### src/rtl/if_stage_iq.sv
// Instruction fetch stage: up to MAX_OUTSTANDING SRAM requests in flight,
// with a decoupling instruction queue feeding the ID stage.
module if_stage_iq #(
    parameter logic [31:0] RESET_PC        = 32'h1c000000,
    parameter int          IQ_DEPTH        = 4,
    parameter int          MAX_OUTSTANDING = 2
) (
    input  logic        clk,
    input  logic        reset,
    input  logic        br_taken,
    input  logic [31:0] br_target,
    input  logic        fs_flush_pipe,
    input  logic [31:0] ws_to_fs_bus,
    input  logic        ds_allowin,
    output logic        fs_to_ds_valid,
    output logic [64:0] fs_to_ds_bus,
    output logic        inst_sram_req,
    output logic        inst_sram_wr,
    output logic [1:0]  inst_sram_size,
    output logic [3:0]  inst_sram_wstrb,
    output logic [31:0] inst_sram_addr,
    output logic [31:0] inst_sram_wdata,
    input  logic        inst_sram_addr_ok,
    input  logic        inst_sram_data_ok,
    input  logic [31:0] inst_sram_rdata
);

    localparam int AW = $clog2(IQ_DEPTH);
    localparam int QW = AW + 1;
    localparam int PD = MAX_OUTSTANDING;
    localparam int PW = (PD > 1) ? $clog2(PD) : 1;
    localparam int CW = $clog2(MAX_OUTSTANDING + 1) + 1;

    logic [31:0]   fetch_pc;
    logic          adef_stall;
    logic [64:0]   iq_mem [IQ_DEPTH];
    logic [AW-1:0] iq_head;
    logic [AW-1:0] iq_tail;
    logic [QW-1:0] iq_cnt;
    logic [31:0]   pend_mem [PD];
    logic [PW-1:0] pend_head;
    logic [PW-1:0] pend_tail;
    logic [CW-1:0] live;
    logic [CW-1:0] cancel;

    logic        redirect;
    logic [31:0] target;
    logic        iq_room;
    logic        flight_room;
    logic        accept;
    logic        resp_live;
    logic        resp_drop;
    logic        adef_push;
    logic        push;
    logic        pop;
    logic [64:0] push_data;

    function automatic logic [PW-1:0] pnext(input logic [PW-1:0] p);
        return (p == PW'(PD - 1)) ? '0 : p + PW'(1);
    endfunction

    always_comb begin
        redirect    = fs_flush_pipe | br_taken;
        target      = fs_flush_pipe ? ws_to_fs_bus : br_target;
        // credits: queued entries plus live requests must fit in the IQ
        iq_room     = (32'(iq_cnt) + 32'(live)) < 32'(IQ_DEPTH);
        flight_room = (32'(live) + 32'(cancel)) < 32'(MAX_OUTSTANDING);
        inst_sram_req = !reset && !redirect && !adef_stall
                        && (fetch_pc[1:0] == 2'b00)
                        && iq_room && flight_room;
        accept    = inst_sram_req & inst_sram_addr_ok;
        resp_live = inst_sram_data_ok & (cancel == '0) & !redirect;
        resp_drop = inst_sram_data_ok & (cancel != '0) & !redirect;
        adef_push = !reset && !redirect && !adef_stall
                    && (fetch_pc[1:0] != 2'b00)
                    && (iq_cnt != QW'(IQ_DEPTH));
        push      = resp_live | adef_push;
        push_data = adef_push ? {1'b1, 32'h0, fetch_pc}
                              : {1'b0, inst_sram_rdata, pend_mem[pend_head]};
        fs_to_ds_valid = (iq_cnt != '0) & !redirect;
        pop            = fs_to_ds_valid & ds_allowin;
        fs_to_ds_bus   = iq_mem[iq_head];
    end

    assign inst_sram_wr    = 1'b0;
    assign inst_sram_size  = 2'h2;
    assign inst_sram_wstrb = 4'h0;
    assign inst_sram_addr  = fetch_pc;
    assign inst_sram_wdata = 32'h0;

    always_ff @(posedge clk) begin
        if (!reset && push) begin
            iq_mem[iq_tail] <= push_data;
        end
        if (!reset && accept) begin
            pend_mem[pend_tail] <= fetch_pc;
        end
    end

    always_ff @(posedge clk) begin
        if (reset) begin
            fetch_pc   <= RESET_PC;
            adef_stall <= 1'b0;
            iq_head    <= '0;
            iq_tail    <= '0;
            iq_cnt     <= '0;
            pend_head  <= '0;
            pend_tail  <= '0;
            live       <= '0;
            cancel     <= '0;
        end else if (redirect) begin
            // every live request becomes a cancelled one, except a
            // response arriving right now, which is simply discarded
            fetch_pc   <= target;
            adef_stall <= 1'b0;
            iq_head    <= '0;
            iq_tail    <= '0;
            iq_cnt     <= '0;
            pend_head  <= '0;
            pend_tail  <= '0;
            live       <= '0;
            cancel     <= cancel + live - CW'(inst_sram_data_ok);
        end else begin
            if (accept) begin
                fetch_pc  <= fetch_pc + 32'd4;
                pend_tail <= pnext(pend_tail);
            end
            if (resp_live) begin
                pend_head <= pnext(pend_head);
            end
            live <= live + CW'(accept) - CW'(resp_live);
            if (resp_drop) begin
                cancel <= cancel - CW'(1);
            end
            if (adef_push) begin
                adef_stall <= 1'b1;
            end
            if (push) begin
                iq_tail <= iq_tail + AW'(1);
            end
            if (pop) begin
                iq_head <= iq_head + AW'(1);
            end
            iq_cnt <= iq_cnt + QW'(push) - QW'(pop);
        end
    end

endmodule

### config.mk
export PLATFORM = sky130hd
export DESIGN_NAME = if_stage_iq
export DESIGN_NICKNAME = d
export VERILOG_FILES = /design/src/rtl/if_stage_iq.sv
export SDC_FILE = /design/constraint.sdc
export NUM_CORES = 1
export LEC_CHECK = 0
export CELL_PAD_IN_SITES_DETAIL_PLACEMENT = 1
export CELL_PAD_IN_SITES_GLOBAL_PLACEMENT = 1
export CORE_MARGIN = 4
export CORE_UTILIZATION = 45
export CTS_CLUSTER_SIZE = 10
export DETAILED_ROUTE_END_ITERATION = 8
export PLACE_DENSITY_LB_ADDON = 0.1
export SYNTH_ARGS = -nofsm -noshare
export SYNTH_HDL_FRONTEND = slang
export SYNTH_SLANG_ARGS = --single-unit
### constraint.sdc
create_clock -name clk -period 4.5 [get_ports clk]
set_input_delay 1.125 -clock clk [delete_from_list [all_inputs] [get_ports clk]]
set_output_delay 1.125 -clock clk [all_outputs]
set_load 0.03 [all_outputs]
==> impl_metrics.toml <==
[outcome]
outcome = "complete, no violations"

[critical_path]
r2r-end = "live[2]"
cp_max_fo = 16
r2r-start = "live[1]"
critical-path-max-stage-delay_ps = 480
slowest_stage = "nor4_4"
crit_chain = "clkdlybuf4s50_1 -> nor4_4 -> nand4_4 -> buf_4 -> nor2_1 -> buf_12"
ff2ff_path_depth = 12
crit_required_ps = 3380
cp-end-kind = "output pin"
arrival_ps = 2850
critical_path_class = "input port to output pin"
r2r_slack_ps = 1090
start_kind = "input port"

[synthesis]
seq_area_frac_synth = 0.680
synthSimpleGateAreaFrac = 0.0788
synth_fa_ha_area_frac = 0.0193
async_flop_share = 0
netlist_area_sq_mm = 0.0158
synth_xor_xnor_area_share = 0.0144
synth_edf_count = 324
synth_compound_area_frac = 0.0497
syn_avg_cell_area_sq_um = 15.9
synthCells = 994
yosys_warnings = 0
ys.flop_type = "edfxtp_1"
synth_mux_area_frac = 0.119
ys_ff_latch = 375
ys_types = 57
synth_top_family_by_area = "multiplexers"

[route]
num_vias = 9315
viasPerCell = 5.51
firstDrtPassIters = 4
drt-wirelength-per-cell_um = 23.5
post-route-drc-count = 0
drt-total-wl_um = 39800
ant_nets = 0
drtIter0Drc = 468

[hold_path]
hp-start = "pend_head"
min_path_cells = 2
hold_class = "flop to flop"

[global_route]
antenna_found_initial = 1
grt_pass1_vias = 10041
overflow = 0
grt_max_degree = 101
grt_use_total = 0.206
grt_pass1_wl_um = 61400

[clock_tree]
cts_buffer_depth = 3
root_buffer = "clkbuf_16"
cts_resized = 0
cts.clk_slew.worst_paths_ps = 60
cts_tree = "done"
clkSinkCount = 375
cts_buffers = 44
cts_hold_buf = 0
cts.htree.levels = 2
postCtsSetupBuffers = 0
insertion_delay_ps = 530

[floorplanning]
io_pins = 241
die_w_um = 195
die_h_um = 195
start_util = 0.456
core_sq_mm = 0.0346
dieArea_sq_mm = 0.0382
rows = 68

[timing]
max_slew_margin = 0.466
rsz0062_at_grt = "false"
worst_pin_slew_ps = 795
fin_skew_ps = 16.4
holdWs_ps = 514
fin_crit_ps = 3980
setup_viol = 0
finalHoldViolCount = 0
post-route-period-util = 0.883
max_freq_mhz = 252
finalSetupTns_ps = 0
finalMaxSlewViolations = 0

[pwr]
intPower_uw = 5900
pwr-share-clk = 0.405
pwr_density_cell_mw_per_mm2 = 387
p_sw_frac = 0.223
power_leakage_uw = 0.00630
finalPower_uw = 7590
power_frac_comb = 0.080
ir_drop_mv = 0.252
p_seq_frac = 0.515
switchingPower_uw = 1690

[finish]
drive_above_1_share = 0.130
fin_nets = 1333
design_area_sq_mm = 0.0196
area_growth_syn_to_layout_pct = 24.0
diodes = 0

[place]
dp_hpwl_um = 26200
portBuffers = 201
dpl-instance-area_sq_mm = 0.0184
place_congestion = 0.835

[job]
drv_cap = 0
metal layers:
layer | up-vias | share of wire | track usage
met4 | 2 | 0.023 | 0.0566
met5 | - | 0.00033 | 0
met1 | 4756 | 0.45 | 0.293
li1 | 4206 | - | -
met2 | 296 | 0.48 | 0.332
met3 | 55 | 0.053 | 0.0373
final cells by class:
class                           count  area, sq um
Inverter                           18         67.6
Timing Repair Buffer              226         2340
Clock buffer                       68         1190
Multi-Input combinational cell    543         4630
Sequential cell                   375        10800
Clock inverter                      6         41.3
Tap cell                          455          569
Fill cell                        3315        15000
power by group through the flow:
stage | Sequential (uW) | Clock (uW) | Combinational [uW]
after floorplan | 3980 | 0 | 339
after global placement | 3980 | 0 | 600
after detailed placement | 3980 | 0 | 609
after CTS | 3910 | 3160 | 613
after global routing | 3910 | 3330 | 655
final | 3910 | 3070 | 609
sequential cells by signal, summed over array words and instances, names as in the netlist, named ones only:
| name | flops |
|---|---|
| iq_mem | 260 |
| adef_stall | 1 |
| iq_head | 2 |
| pend_head | 1 |
| pend_mem | 64 |
| cancel | 3 |
| live | 3 |
| pend_tail | 1 |
| inst_sram_addr | 32 |
| iq_tail | 2 |
| iq_cnt | 3 |
placed cells by master, fill, tap and decap left out, types with 3 or more instances in the layout:
cell	netlist	final
mux2i_1	41	41
and4_1	7	7
ha_1	18	18
nor4_1	10	10
clkbuf_16	0	44
clkbuf_1	39	24
clkdlybuf4s50_1	0	199
nor2b_1	34	34
buf_12	0	12
and3_1	9	9
a22oi_1	14	14
a22o_1	4	4
nand3_1	11	11
buf_4	39	15
mux4_2	65	65
inv_1	18	18
nor3b_1	3	3
nor2_1	45	43
o21ai_0	41	41
clkinv_1	0	3
nand2_1	55	55
a211oi_1	13	13
o22ai_1	19	19
or3_1	5	5
xnor2_1	22	22
nor3_1	15	15
o211ai_1	5	5
conb_1	2	39
a21oi_1	11	11
edfxtp_1	324	324
xor2_1	4	4
and2_4	0	4
nand4_1	13	13
fa_1	4	4
dfxtp_1	51	48
per-stage QoR:
| stage | setup slack (ps) | cells | util |
|---|---|---|---|
| after floorplan | 325 | 1031 | - |
| after global placement | 518 | 1617 | 0.530 |
| after detailed placement | 364 | 1617 | 0.530 |
| after CTS | 529 | 1691 | 0.566 |
| after global routing | 464 | 1691 | 0.566 |
| final | 525 | 1691 | 0.566 |
how the worst max path moves through the flow:
stage,to,cells past startpoint,from,slack [ps]
floorplan,iq_mem[0][0],5,reset,320
global placement,iq_cnt[2],12,fs_flush_pipe,520
detailed placement,iq_cnt[2],11,br_taken,360
CTS,inst_sram_req,6,reset,530
global route,inst_sram_req,6,reset,460
finish,inst_sram_req,6,reset,520
worst max-delay path, delay by kind of cell:
kind / cells / cell delay, ps
buffers and inverters: 3 / 860
AND/OR/NAND/NOR: 3 / 860
cells in the mapped netlist (all sizes together) (2+ instances only):
| cell type | count | share of area |
|---|---|---|
| edfxtp | 324 | 0.62 |
| mux4 | 65 | 0.093 |
| buf | 56 | 0.024 |
| nand2 | 55 | 0.013 |
| dfxtp | 51 | 0.065 |
| nor2 | 45 | 0.011 |
| o21ai | 42 | 0.013 |
| mux2i | 41 | 0.026 |
| clkbuf | 39 | 0.0093 |
| nor2b | 34 | 0.013 |
| xnor2 | 22 | 0.012 |
| o22ai | 19 | 0.0075 |
| ha | 18 | 0.014 |
| inv | 18 | 0.0043 |
| nand4 | 16 | 0.0081 |
| nor3 | 15 | 0.0048 |
| a22oi | 14 | 0.0067 |
| a211oi | 13 | 0.0062 |
| nor4 | 12 | 0.0061 |
| a21oi | 11 | 0.0035 |
| nand3 | 11 | 0.0035 |
| and3 | 9 | 0.0036 |
| and4 | 7 | 0.0039 |
| and2 | 6 | 0.0024 |
| nor3b | 6 | 0.0038 |
| o211ai | 6 | 0.0032 |
| or3 | 5 | 0.0020 |
| a22o | 4 | 0.0022 |
| fa | 4 | 0.0051 |
| xor2 | 4 | 0.0022 |
| or2 | 3 | 0.0012 |
| a21o | 2 | 0.00095 |
| conb | 2 | 0.00048 |
| o31ai | 2 | 0.00095 |
| o41ai | 2 | 0.0011 |
logic make-up after synthesis:
| group | after synthesis |
|---|---|
| AO/OA/AOI/OAI | 122 |
| XOR/XNOR | 26 |
| adder cells (fa/ha/maj) | 22 |
| buffers and inverters | 113 |
| flip-flops | 375 |
| multiplexers | 107 |
| other | 2 |
| AND/OR/NAND/NOR | 227 |
Note: power is estimated with default switching activity, not from simulation.
